## src/rtl/spi_master.sv

```systemverilog
// SPI master issuing one byte write or one byte read per start/done request to a spiMemory slave.
// Optional: define SPI_MASTER_MISO_SYNC_EN to pass miso_pin through a two-flop synchronizer.
module spi_master #(
    parameter int HALF_DIV = 50,
    parameter int LAG_BITS = 1
) (
    input  logic       clk,
    input  logic       reset,
    input  logic       start,
    input  logic       rw,
    input  logic [6:0] addr,
    input  logic [7:0] wdata,
    output logic       busy,
    output logic       done,
    output logic [7:0] rdata,
    output logic       sclk_pin,
    output logic       cs_pin,
    output logic       mosi_pin,
    input  logic       miso_pin,
    output logic [2:0] o_dbg_state
);

    localparam logic [2:0] S_IDLE  = 3'd0;
    localparam logic [2:0] S_SETUP = 3'd1;
    localparam logic [2:0] S_LOW   = 3'd2;
    localparam logic [2:0] S_HIGH  = 3'd3;
    localparam logic [2:0] S_HOLD  = 3'd4;

    localparam logic [9:0] DIV_LAST  = 10'(HALF_DIV - 1);
    localparam logic [4:0] NB_WR     = 5'd16;
    localparam logic [4:0] NB_RD     = 5'(16 + LAG_BITS);
    // Bit counts above this value are command bits during a read.
    localparam logic [4:0] CMD_FLOOR = 5'(8 + LAG_BITS);

    logic [2:0]  r_state;
    logic [9:0]  r_div;
    logic [4:0]  r_nbits;
    logic [15:0] r_sr;
    logic        r_rw;
    logic [7:0]  r_rx;
    logic [7:0]  r_rdata;
    logic        r_done;
    logic        r_cs;
    logic        r_sclk;
    logic        r_mosi;

    logic        w_miso;
    logic        w_div_end;
    logic [4:0]  w_nbits_dec;

`ifdef SPI_MASTER_MISO_SYNC_EN
    logic r_miso_meta;
    logic r_miso_sync;

    always_ff @(posedge clk) begin
        if (reset) begin
            r_miso_meta <= 1'b0;
            r_miso_sync <= 1'b0;
        end else begin
            r_miso_meta <= miso_pin;
            r_miso_sync <= r_miso_meta;
        end
    end

    assign w_miso = r_miso_sync;
`else
    assign w_miso = miso_pin;
`endif

    assign w_div_end   = (r_div == DIV_LAST);
    assign w_nbits_dec = r_nbits - 5'd1;

    // Lag and read-data bits put 0 on mosi; everything else shifts out the MSB.
    function automatic logic f_drive(input logic i_rw, input logic [4:0] i_n);
        return !i_rw || (i_n > CMD_FLOOR);
    endfunction

    always_ff @(posedge clk) begin
        if (reset) begin
            r_state <= S_IDLE;
            r_div   <= '0;
            r_nbits <= '0;
            r_sr    <= '0;
            r_rw    <= 1'b0;
            r_rx    <= '0;
            r_rdata <= '0;
            r_done  <= 1'b0;
            r_cs    <= 1'b1;
            r_sclk  <= 1'b1;
            r_mosi  <= 1'b0;
        end else begin
            r_done <= 1'b0;
            case (r_state)
                S_IDLE: begin
                    if (start) begin
                        r_sr    <= {addr, rw, (rw ? 8'h00 : wdata)};
                        r_nbits <= rw ? NB_RD : NB_WR;
                        r_rw    <= rw;
                        r_div   <= '0;
                        r_cs    <= 1'b0;
                        r_sclk  <= 1'b1;
                        r_mosi  <= 1'b0;
                        r_state <= S_SETUP;
                    end
                end
                S_SETUP: begin
                    if (w_div_end) begin
                        r_div   <= '0;
                        r_sclk  <= 1'b0;
                        r_mosi  <= f_drive(r_rw, r_nbits) ? r_sr[15] : 1'b0;
                        r_sr    <= {r_sr[14:0], 1'b0};
                        r_state <= S_LOW;
                    end else begin
                        r_div <= r_div + 10'd1;
                    end
                end
                S_LOW: begin
                    if (w_div_end) begin
                        r_div   <= '0;
                        r_sclk  <= 1'b1;
                        r_state <= S_HIGH;
                    end else begin
                        r_div <= r_div + 10'd1;
                    end
                end
                S_HIGH: begin
                    if (w_div_end) begin
                        r_div   <= '0;
                        r_nbits <= w_nbits_dec;
                        if (r_rw && (r_nbits <= 5'd8)) begin
                            r_rx <= {r_rx[6:0], w_miso};
                        end
                        if (r_nbits == 5'd1) begin
                            r_state <= S_HOLD;
                        end else begin
                            r_sclk  <= 1'b0;
                            r_mosi  <= f_drive(r_rw, w_nbits_dec) ? r_sr[15] : 1'b0;
                            r_sr    <= {r_sr[14:0], 1'b0};
                            r_state <= S_LOW;
                        end
                    end else begin
                        r_div <= r_div + 10'd1;
                    end
                end
                S_HOLD: begin
                    if (w_div_end) begin
                        r_div   <= '0;
                        r_cs    <= 1'b1;
                        r_done  <= 1'b1;
                        if (r_rw) begin
                            r_rdata <= r_rx;
                        end
                        r_state <= S_IDLE;
                    end else begin
                        r_div <= r_div + 10'd1;
                    end
                end
                default: begin
                    r_div   <= '0;
                    r_cs    <= 1'b1;
                    r_sclk  <= 1'b1;
                    r_state <= S_IDLE;
                end
            endcase
        end
    end

    assign busy        = (r_state != S_IDLE);
    assign done        = r_done;
    assign rdata       = r_rdata;
    assign sclk_pin    = r_sclk;
    assign cs_pin      = r_cs;
    assign mosi_pin    = r_mosi;
    assign o_dbg_state = r_state;

endmodule

```

## config.mk

```make
export PLATFORM = sky130hd
export DESIGN_NAME = spi_master
export DESIGN_NICKNAME = d
export VERILOG_FILES = /design/src/rtl/spi_master.sv
export SDC_FILE = /design/constraint.sdc
export NUM_CORES = 1
export LEC_CHECK = 0
export CAP_MARGIN = 10
export CORE_UTILIZATION = 37
export CTS_CLUSTER_SIZE = 30
export DETAILED_ROUTE_END_ITERATION = 12
export PLACE_DENSITY = 0.68
export SLEW_MARGIN = 20
export SYNTH_ARGS = -nofsm -noshare
export SYNTH_HDL_FRONTEND = slang
export SYNTH_SLANG_ARGS = --single-unit
export TNS_END_PERCENT = 5
```

## constraint.sdc

```tcl
create_clock -name clk -period 4.78 [get_ports clk]
set_input_delay 0.956 -clock clk [delete_from_list [all_inputs] [get_ports clk]]
set_output_delay 0.956 -clock clk [all_outputs]
set_load 0.01 [all_outputs]
```

# == After elaboration in Yosys (flattened, before gate mapping) ==
# Cells that the tools add are included.
# classes
bitwise,2
n_shift,0
reduce_logical,19
mul,0
n_eq_ne,12
magnitude_cmp,3
addsub,2
mux,35
div_mod_pow,0
# ops
cell,count
2-to-1 mux 16 bit,4
one-hot mux 16 bit (3 select lines),1
2-to-1 mux 10 bit,2
one-hot mux 10 bit (2 select lines),1
2-to-1 mux 3 bit,6
one-hot mux 3 bit (5 select lines),1
2-to-1 mux 1 bit,13
"inequality test 2 bit, second input constant",6
AND reduction 3 bit,4
"adder 10 x 1 -> 10 bit, second input constant",1
"equality test 10 x 6 -> 1 bit, second input constant",1
"greater-than comparator 5 x 4 -> 1 bit, second input constant",2
2-to-1 mux 5 bit,2
one-hot mux 5 bit (2 select lines),1
AND reduction 5 bit,2
2-to-1 mux 8 bit,1
"equality test 3 x 2 -> 1 bit, second input constant",2
one-hot mux 1 bit (3 select lines),2
AND reduction 6 bit,1
nonzero test 3 bit,2
"equality test 5 x 1 -> 1 bit, second input constant",1
"less-or-equal comparator 5 x 4 -> 1 bit, second input constant",1
one-hot mux 1 bit (5 select lines),1
"subtractor 5 x 1 -> 5 bit, second input constant",1
other kinds (12),14
# word_totals
inputBits,20
ff_bits,55
latchBits,0
mem_bits_rw,0
mem_count,0
elab_cells,84
out_inout_bits,16
rom_bits,0

# == Longest topological paths before layout ==
# logic_depth
depth_word,7
mapped_depth,10
depth_no_buf,7

# == Worst setup path before layout ==
# OpenSTA, ideal clock, no wires.
# synth_path
kind,input -> register
start,input port start
end,register r_div[7]
cell_stages,6
required_ns,4.646
setup_slack_ns,2.595
setup_ns,0.134
arrival_time_ns,2.051
n_path_buf,1
path_cell_list,or4_1 buf_2 and4_1 and3_1 xnor2_1 nor3_1
# synth_between
elab_chain_cells,1
# synth_rtl
element,line_no,text
"start, declared",9,"input logic start,"
inequality test 2 bit (no source line),n/a,
"end signal, assigned",114,r_div <= r_div + 10'd1;
"end signal, assigned",123,r_div <= r_div + 10'd1;
"end signal, assigned",142,r_div <= r_div + 10'd1;
"end, declared",36,logic [9:0] r_div;
# No other way between the ends.
# A chain may end at the register's enable or synchronous reset.

# == Worst setup path after layout ==
# layout_path
start,"register r_state[2], in the netlist o_dbg_state[2]"
end,output port busy
# layout_between
elab_chain_cells,1
# layout_rtl
element,line_no,text
"start, declared",35,logic [2:0] r_state;
"start signal, assigned",80,r_state <= S_IDLE;
"start signal, assigned",103,r_state <= S_SETUP;
"start signal, assigned",112,r_state <= S_LOW;
nonzero test 3 bit,168,assign busy = (r_state != S_IDLE);
"end, declared",13,"output logic busy,"
# No other way between the ends.

==> results.json <==
{
  "reg2reg_from": "r_div[0]$_SDFFE_PP0P_",
  "nFillCells": 700,
  "firstDrtPassIters": 4,
  "synth_top_area_share_pct": 40.97,
  "clk_latency_ns": 0.32,
  "root_buffer": "clkbuf_8",
  "grt_pass1_wl_um": 8990,
  "yosys_warnings": 0,
  "grt_pass1_vias": 1855,
  "critical_path.max_fanout": 23,
  "dpl.hpwl_um": 3861,
  "synth_area_mm2": 0.002688,
  "grt_antenna_before_repair": 0,
  "cts_buffers": 5,
  "synth_fp_nets": 319,
  "nets": 342,
  "setup_viol": 0,
  "preCtsSetupSlack_ns": 2.033,
  "vdd_ir_drop_max_mv": 0.1505,
  "hold_buffers": 0,
  "timing.max_cap.violations": 0,
  "fin_ws_ns": 1.778,
  "gp_congestion": 0.8777,
  "grtUsageMet3_pct": 3.507,
  "grt_use_met1_pct": 20.81,
  "yosys.area.top_type": "dfxtp_1",
  "slew_headroom_pct": 55.48,
  "hold_path_class": "reg2reg",
  "grt_use_total_pct": 15.38,
  "worstPathRequired_ns": 3.82,
  "crit_path_start_kind": "register",
  "period_minus_slack_ns": 3.002,
  "met2_usage_pct": 23.69,
  "fin_tns_setup_ns": 0,
  "gr-total-overflow": 0,
  "fin_crit_sh_pct": 62.81,
  "num_rows": 30,
  "status": "complete, no violations",
  "min_path_cells": 2,
  "rr_endpoint": "r_sr[12]$_SDFFE_PP0P_",
  "drc": 0,
  "drive_above_1_share_pct": 8.202,
  "yosys-top-cells-area": "dfxtp_1 41%, mux2i_1 9.7%, a21oi_1 4.7%, nor2_1 4.5%, a211oi_2 4.2%",
  "dr_total_vias": 2169,
  "maxSlewViolCount": 0,
  "synthDistinctLibCells": 52,
  "htreeDepth": 2,
  "routed_wl_um": 5592,
  "synthFlopType": "dfxtp_1",
  "path_class": "reg2out",
  "tightest_slew_ns": 0.6670,
  "die_h_um": 87.23,
  "clock_path_buffers": 2,
  "path_clk_slew_ns": 0.10,
  "max_freq_mhz": 333.1,
  "tritoncts": "built",
  "min_to": "r_sr[0]$_SDFFE_PP0P_",
  "initial_core_util_pct": 38.91,
  "routedWlPerCell_um": 13.54,
  "hold_viol_final": 0,
  "endpoint_kind": "primary output",
  "skew_ns": 0.01083,
  "cts_resized": 0,
  "detail-route-antenna-nets": 0,
  "avgSynthCellArea_um2": 9.173,
  "syn_inst": 293,
  "vias_per_cell": 5.252,
  "r2r_slack_ns": 2.54,
  "grt_setup_unrepaired": "false",
  "synth-edff-count": 0,
  "core_area_mm2": 0.006907,
  "die_area_mm2": 0.007608,
  "cts_setup_buffers": 0,
  "hold_start": "r_sr[0]$_SDFFE_PP0P_",
  "die_width_um": 87.23,
  "async_flop_share_pct": 0,
  "syn_to_final_growth_pct": 16.85,
  "antenna_cells": 0,
  "cp.arrival_ns": 2.05,
  "ys_seq_area_share_pct": 40.97,
  "ioPinCount": 36,
  "numPortBuffers": 35,
  "p_leak_uw": 0.001158,
  "r2r_cells": 6,
  "clock-sinks": 55,
  "grt_max_degree": 30,
  "synth-seq-cells": 55,
  "drt-initial-drc-count": 155,
  "power_density_mw_per_mm2": 274.4,
  "busiest_layer": "met2"
}
## stage by stage
step	total power (µW)	instance area [µm²]	util (%)	hold slack [ns]	std cells
4_1_cts	869.7	3141	45.47	0.4634	413
6_report	861.8	3141	45.47	0.4610	413
2_1_floorplan	572.7	2688	-	0.4287	293
3_3_place_gp	606.2	3049	44.15	0.4434	405
5_1_grt	901.8	3141	45.47	0.4875	413
3_5_place_dp	607.9	3049	44.15	0.4470	405
## power by group
group	switching, µW	leakage [µW]	internal [µW]
sequential	11.4	0.000448	474
clock	159	0.0000485	105
combinational	59.3	0.000661	52.8
## per-layer routing
metal / up-vias / wire length (µm) / share of wire, %
met5: - / 0 / 0
met4: 0 / 99 / 1.8
met3: 5 / 207 / 3.7
met2: 47 / 2556 / 46
met1: 1016 / 2729 / 49
li1: 1101 / - / -
## worst max path at each step
stage,endpoint,slack (ns),start
3_5_place_dp,r_div[7]$_SDFFE_PP0P_,2.03,start
5_1_grt,busy,1.66,o_dbg_state[2]$_SDFFE_PP0P_
4_1_cts,busy,1.80,o_dbg_state[2]$_SDFFE_PP0P_
3_3_place_gp,r_div[7]$_SDFFE_PP0P_,2.07,start
2_1_floorplan,r_div[7]$_SDFFE_PP0P_,2.59,start
6_report,busy,1.78,o_dbg_state[2]$_SDFFE_PP0P_
## registers in the layout, summed over array words and instances, names as in the netlist, 3 cells and up
signal	cells
r_nbits	5
r_div	10
o_dbg_state	3
r_rx	8
rdata	8
r_sr	16
## cells in the mapped netlist, types with 2 or more instances
| cell | number |
|---|---|
| a211oi_1 | 7 |
| a211oi_2 | 9 |
| a21o_1 | 2 |
| a21oi_1 | 25 |
| a22oi_1 | 7 |
| and2_1 | 2 |
| and3_1 | 4 |
| buf_2 | 5 |
| buf_6 | 4 |
| clkbuf_1 | 10 |
| dfxtp_1 | 55 |
| ha_1 | 6 |
| inv_1 | 10 |
| mux2i_1 | 26 |
| nand2_1 | 15 |
| nand3_1 | 3 |
| nand4_1 | 6 |
| nor2_1 | 32 |
| nor3_1 | 15 |
| o21ai_0 | 7 |
| o21bai_1 | 2 |
| or3_1 | 3 |
| xnor2_1 | 4 |
| xor2_1 | 6 |
## cells in the final DEF (no fill, tap or decap), drive strengths merged, types with 3 or more instances in the layout
| cell | n |
|---|---|
| nor3 | 17 |
| a211oi | 16 |
| nand4 | 7 |
| nand3 | 3 |
| clkbuf | 5 |
| and3 | 4 |
| inv | 11 |
| nor2 | 32 |
| buf | 3 |
| and2 | 4 |
| a22oi | 7 |
| ha | 6 |
| a21oi | 25 |
| dfxtp | 55 |
| nand2 | 15 |
| clkdlybuf4s50 | 34 |
| o21ai | 8 |
| mux2i | 26 |
| xnor2 | 4 |
| or3 | 3 |
| xor2 | 6 |
## kinds of logic (layout without fill, tap and decap cells)
logic type,after synthesis,count (layout),synth area share (%)
buffers and inverters,31,55,5.819
adder cells (fa/ha/maj),6,6,2.793
AND/OR/NAND/NOR,93,93,18.30
XOR/XNOR,10,10,3.259
flip-flops,55,55,40.97
multiplexers,26,26,9.683
AO/OA/AOI/OAI,72,72,19.18
## critical path, stage by stage (launching register included)
cell             delay [ns]
dfxtp_1                0.58
inv_1                  0.43
nand2_1                0.17
clkdlybuf4s50_1        0.55
## final cells by class
class | count | area (µm²) | share of cell area [%]
clock buffer | 5 | 68.82 | 2.191
clock inverter | 3 | 22.52 | 0.7171
inverter | 10 | 37.54 | 1.195
multi-input combinational | 207 | 1430 | 45.54
sequential | 55 | 1101 | 35.06
tap | 96 | 120.1 | 3.825
timing repair buffer | 37 | 360.3 | 11.47
No activity file was read; power rests on OpenSTA's default activity.
